===== src/rtl/magnitude_est_pipe_pkg.sv =====
// Shared definitions for the streaming I/Q magnitude estimator.
package magnitude_est_pipe_pkg;

  typedef enum logic [1:0] {
    MODE_3_8   = 2'd0,
    MODE_1_2   = 2'd1,
    MODE_1_4   = 2'd2,
    MODE_15_16 = 2'd3
  } mag_mode_e;

  localparam int MAG_LATENCY = 3;

endpackage


===== src/rtl/mag_coef_sum.sv =====
// Alpha-max/beta-min weighted sum of A (max) and B (min), saturated to DATA_WIDTH.
// Combinational; no handshake.
module mag_coef_sum
  import magnitude_est_pipe_pkg::*;
#(
  parameter int DATA_WIDTH = 16
) (
  input  logic [DATA_WIDTH-1:0] a,
  input  logic [DATA_WIDTH-1:0] b,
  input  mag_mode_e             mode,
  output logic [DATA_WIDTH-1:0] result
);

  localparam int SW = DATA_WIDTH + 2;

  logic [SW-1:0] a_x;
  logic [SW-1:0] b_x;
  logic [SW-1:0] sum;

  assign a_x = SW'(a);
  assign b_x = SW'(b);

  // Two guard bits hold the 3B term and any carry before saturation.
  always_comb begin
    sum = '0;
    case (mode)
      MODE_3_8: sum = a_x + ((b_x + (b_x << 1)) >> 3);
      MODE_1_2: sum = a_x + (b_x >> 1);
      MODE_1_4: sum = a_x + (b_x >> 2);
      default:  sum = (a_x - (a_x >> 4)) + ((b_x >> 1) - (b_x >> 5));
    endcase
    result = (sum[SW-1:DATA_WIDTH] != '0) ? '1 : sum[DATA_WIDTH-1:0];
  end

endmodule


===== src/rtl/magnitude_est_pipe.sv =====
// Streaming |I+jQ| estimator with peak hold; 3-cycle latency, 1 sample/cycle.
// Global stall: all stages freeze while out_valid & !out_ready, in_ready follows.
module magnitude_est_pipe
  import magnitude_est_pipe_pkg::*;
#(
  parameter int DATA_WIDTH = 16,
  parameter int TAG_WIDTH  = 4
) (
  input  logic                         clk,
  input  logic                         rst_n,
  input  logic [1:0]                   mode,
  input  logic                         in_valid,
  output logic                         in_ready,
  input  logic signed [DATA_WIDTH-1:0] i_data,
  input  logic signed [DATA_WIDTH-1:0] q_data,
  input  logic [TAG_WIDTH-1:0]         in_tag,
  output logic                         out_valid,
  input  logic                         out_ready,
  output logic [DATA_WIDTH-1:0]        magnitude,
  output logic [TAG_WIDTH-1:0]         out_tag,
  input  logic                         peak_clr,
  output logic [DATA_WIDTH-1:0]        peak_mag
);

  logic                  advance;
  logic [DATA_WIDTH-1:0] abs_i;
  logic [DATA_WIDTH-1:0] abs_q;
  logic [DATA_WIDTH-1:0] coef_res;

  logic                  s1_vld;
  logic [DATA_WIDTH-1:0] s1_abs_i;
  logic [DATA_WIDTH-1:0] s1_abs_q;
  mag_mode_e             s1_mode;
  logic [TAG_WIDTH-1:0]  s1_tag;

  logic                  s2_vld;
  logic [DATA_WIDTH-1:0] s2_a;
  logic [DATA_WIDTH-1:0] s2_b;
  mag_mode_e             s2_mode;
  logic [TAG_WIDTH-1:0]  s2_tag;

  assign advance  = !out_valid || out_ready;
  assign in_ready = advance;

  // Negating the most negative value leaves 2^(W-1), which is exact when read unsigned.
  assign abs_i = i_data[DATA_WIDTH-1] ? $unsigned(-i_data) : $unsigned(i_data);
  assign abs_q = q_data[DATA_WIDTH-1] ? $unsigned(-q_data) : $unsigned(q_data);

  mag_coef_sum #(.DATA_WIDTH(DATA_WIDTH)) u_coef (
    .a      (s2_a),
    .b      (s2_b),
    .mode   (s2_mode),
    .result (coef_res)
  );

  always_ff @(posedge clk or negedge rst_n) begin
    if (!rst_n) begin
      s1_vld    <= 1'b0;
      s1_abs_i  <= '0;
      s1_abs_q  <= '0;
      s1_mode   <= MODE_3_8;
      s1_tag    <= '0;
      s2_vld    <= 1'b0;
      s2_a      <= '0;
      s2_b      <= '0;
      s2_mode   <= MODE_3_8;
      s2_tag    <= '0;
      out_valid <= 1'b0;
      magnitude <= '0;
      out_tag   <= '0;
    end else if (advance) begin
      s1_vld    <= in_valid;
      s2_vld    <= s1_vld;
      out_valid <= s2_vld;
      if (in_valid) begin
        s1_abs_i <= abs_i;
        s1_abs_q <= abs_q;
        s1_mode  <= mag_mode_e'(mode);
        s1_tag   <= in_tag;
      end
      if (s1_vld) begin
        s2_a    <= (s1_abs_i >= s1_abs_q) ? s1_abs_i : s1_abs_q;
        s2_b    <= (s1_abs_i >= s1_abs_q) ? s1_abs_q : s1_abs_i;
        s2_mode <= s1_mode;
        s2_tag  <= s1_tag;
      end
      if (s2_vld) begin
        magnitude <= coef_res;
        out_tag   <= s2_tag;
      end
    end
  end

  // An accepted output wins over a simultaneous clear so that sample is not lost.
  always_ff @(posedge clk or negedge rst_n) begin
    if (!rst_n) begin
      peak_mag <= '0;
    end else if (out_valid && out_ready && (peak_clr || (magnitude > peak_mag))) begin
      peak_mag <= magnitude;
    end else if (peak_clr) begin
      peak_mag <= '0;
    end
  end

endmodule


===== config.mk =====
export PLATFORM = sky130hd
export DESIGN_NAME = magnitude_est_pipe
export DESIGN_NICKNAME = d
export VERILOG_FILES = /design/src/rtl/magnitude_est_pipe_pkg.sv /design/src/rtl/mag_coef_sum.sv /design/src/rtl/magnitude_est_pipe.sv
export SDC_FILE = /design/constraint.sdc
export NUM_CORES = 1
export LEC_CHECK = 0
export ABC_AREA = 1
export CORE_MARGIN = 1
export CORE_UTILIZATION = 57
export CTS_CLUSTER_DIAMETER = 150
export DETAILED_ROUTE_END_ITERATION = 7
export PLACE_DENSITY = 0.83
export SETUP_SLACK_MARGIN = 0.3
export SYNTH_ARGS = -nofsm -noshare
export SYNTH_HDL_FRONTEND = slang
export SYNTH_HIERARCHICAL = 1
export SYNTH_SLANG_ARGS = --single-unit

===== constraint.sdc =====
create_clock -name clk -period 4.7 [get_ports clk]
set_input_delay 0.705 -clock clk [delete_from_list [all_inputs] [get_ports clk]]
set_output_delay 0.705 -clock clk [all_outputs]
set_load 0.05 [all_outputs]

==> metrics.yaml <==
worst_setup_path:
  worstPathRequired_ns: 4.96
  crit_arrival_ns: 4.26
  cp_max_fo: 16
  critPathLaunchType: "flip-flop"
  r2r_slack_ns: 0.70
  timing_worst_setup_path_type: "reg2reg"
  crit_path_end_kind: "flip-flop"
drt:
  drtIter0Drc: 763
  first_pass_iters: 7
  routed_wl_um: 30400
  avgViaCountPerCell: 5.55
  drc: 0
  wl_per_cell_um: 15.2
  route.antenna.remaining_nets: 0
  vias: 11100
timing:
  fmax_mhz: 250
  hold_viol: 0
  final.setup_skew_ns: 0.0111
  period_share_pct: 85.2
  fin_crit_ns: 4.00
  fin_setup_tns_ns: 0
  setup_viol: 0
  worst_slew_pin_slew_ns: 1.12
  final_max_slew_viol_count: 0
  rsz0062_at_grt: "no"
  maxSlewHeadroom_pct: 25.6
grt:
  antenna_found_initial: 0
  grtUsageTotal_pct: 31.3
  grt_pass1_vias: 10700
  grt.overflow.total: 0
  grt_max_degree: 50
  grt_pass1_wl_um: 51300
cts:
  cts-root-buf: "clkbuf_16"
  path_clk_slew_ns: 0.07
  insertion_delay_ns: 0.43
  numCtsBuffers: 17
  cts.sinks: 115
  clk_path_buf_depth: 2
  cts_tree: "done"
  htreeDepth: 4
flow_run:
  cap_viol_max_count: 0
synth:
  synth.area.top_cells: "dfrtp_1, nand2_1, ha_1"
  syn_avg_cell_area_um2: 6.90
  yosysTopAreaCellShare_pct: 25.1
  synth.cell_area_mm2: 0.0115
  syn-num-nets: 1821
  synth.largest_area_cell: "dfrtp_1"
  synth-seq-cells: 115
  yosysSeqAreaShare_pct: 25.1
  yosys_warnings: 6
  yosysUniqueCellTypes: 54
  postSynthCellCount: 1663
floorplanning:
  die_w_um: 144
  num_rows: 51
  io_pins: 81
  die_area_mm2: 0.0207
  die_y_um: 144
  start_util_pct: 58.6
  core-area_mm2: 0.0196
placement:
  gp_congestion: 0.997
  port_buffers: 80
  dpl.hpwl_um: 23700
finish:
  num-fill-cells: 1719
  area_delta_synth_final_pct: 13.0
  drive_gt1_share_pct: 9.80
  final_common_cell: "nand2_1"
  layout.nets: 1880
  num_antenna_cells: 0
  final_cell_mix: "nand2_1, inv_1, dfrtp_1, nand3_1, ha_1"
outcome:
  status: "finished clean"
hold_path:
  hp-class: "in2async"
-- cell type report --
class | count | area [um^2] | share of cell area (%)
clock buffer | 17 | 425 | 3.28
clock inverter | 15 | 183 | 1.41
inverter | 266 | 1000 | 7.74
multi-input combinational | 1237 | 7300 | 56.4
sequential | 115 | 2880 | 22.2
tap | 265 | 332 | 2.56
timing repair buffer | 85 | 836 | 6.45
-- routing by layer --
layer  global-route usage, %  vias up  wire length [um]
met4                    13.6        0               985
met1                    39.5     5157             13100
li1                        -     5510                 -
met5                       0        -                 0
met2                    53.8      364             14900
met3                    3.80       70              1450
-- sequential cells by signal (all words and copies together) (netlist names) --
signal     flops
s2_b          16
s1_vld         1
s1_mode        2
s2_vld         1
out_valid      1
s1_abs_q      16
s1_abs_i      16
s2_mode        2
out_tag        4
s1_tag         4
s2_a          16
magnitude     16
s2_tag         4
peak_mag      16
-- path summary, 6_finish.rpt --
| check | from | end | cells after the start |
|---|---|---|---|
| worst max-delay path | s2_b[8]$_DFFE_PN0P_ | magnitude[0]$_DFFE_PN0P_ | 20 |
| worst min-delay path | rst_n | magnitude[11]$_DFFE_PN0P_ | 1 |
| worst max register to register | s2_b[8]$_DFFE_PN0P_ | magnitude[0]$_DFFE_PN0P_ | 20 |
| worst min register to register | s1_tag[2]$_DFFE_PN0P_ | s1_tag[2]$_DFFE_PN0P_ | 2 |
| max in group asynchronous | rst_n | s2_vld$_DFFE_PN0N_ | 2 |
| min in group clk | s1_tag[2]$_DFFE_PN0P_ | s1_tag[2]$_DFFE_PN0P_ | 2 |
-- cell families after synthesis --
group / Yosys count / synth area share, %
fa+ha+maj: 115 / 12.8
mux: 19 / 1.83
compound gates: 212 / 10.5
buf+inv: 311 / 11.3
xor+xnor: 54 / 4.12
simple gates: 837 / 34.3
flops: 115 / 25.1
-- metrics by stage --
stage	utilization, %	cells	setup WS [ns]	area (um^2)	hold WS, ns
6_report	66.2	2000	0.697	13000	0.277
5_1_grt	66.2	2000	0.342	13000	0.313
4_1_cts	66.2	2000	0.627	13000	0.292
3_5_place_dp	63.1	1968	0.777	12400	0.468
3_3_place_gp	63.1	1968	0.917	12400	0.458
2_1_floorplan	-	1663	1.27	11500	0.409
-- synth_stat cells (all sizes together) --
master and n:
nand2 509, xnor2 16, nand3 161, or2 6, and2 2, buf 32
nor4 3, mux2i 3, o22ai 5, nor3 14, a31oi 6, a221oi 5
a21o 7, a21oi 85, inv 265, xor2 38, a211oi 1, o21bai 4
dfrtp 115, o221ai 3, clkinv 1, o21a 1, nand3b 5, fa 4
nand4 46, nor2 91, a22oi 3, a21boi 3, ha 111, o211ai 5
mux2 16, o21ai 84, clkbuf 13
-- repair_timing --
item                                    CTS  global route
hold buffers                              0             0
setup buffers                             0             0
hold endpoints to repair                  0             0
resized for setup                         0             1
endpoints found under the setup margin    0             1
-- worst max-delay path, cell delays in order, from the launching register on --
cell      delay, ns
dfrtp_1        0.48
ha_1           0.41
a21oi_1        0.26
a21boi_0       0.35
o21ai_0        0.19
or2_2          0.30
nand3_1        0.10
nand2_1        0.09
ha_1           0.36
nand2_1        0.09
nand2_1        0.07
inv_1          0.06
nand2_1        0.07
nand2_1        0.09
nand3_1        0.11
a22oi_2        0.18
nand2_4        0.09
inv_6          0.15
nand3_1        0.10
nor2_1         0.17
a21oi_1        0.10
Power is not shown: default switching activity piles up to over one toggle a cycle in this logic, so the estimate is an artifact.
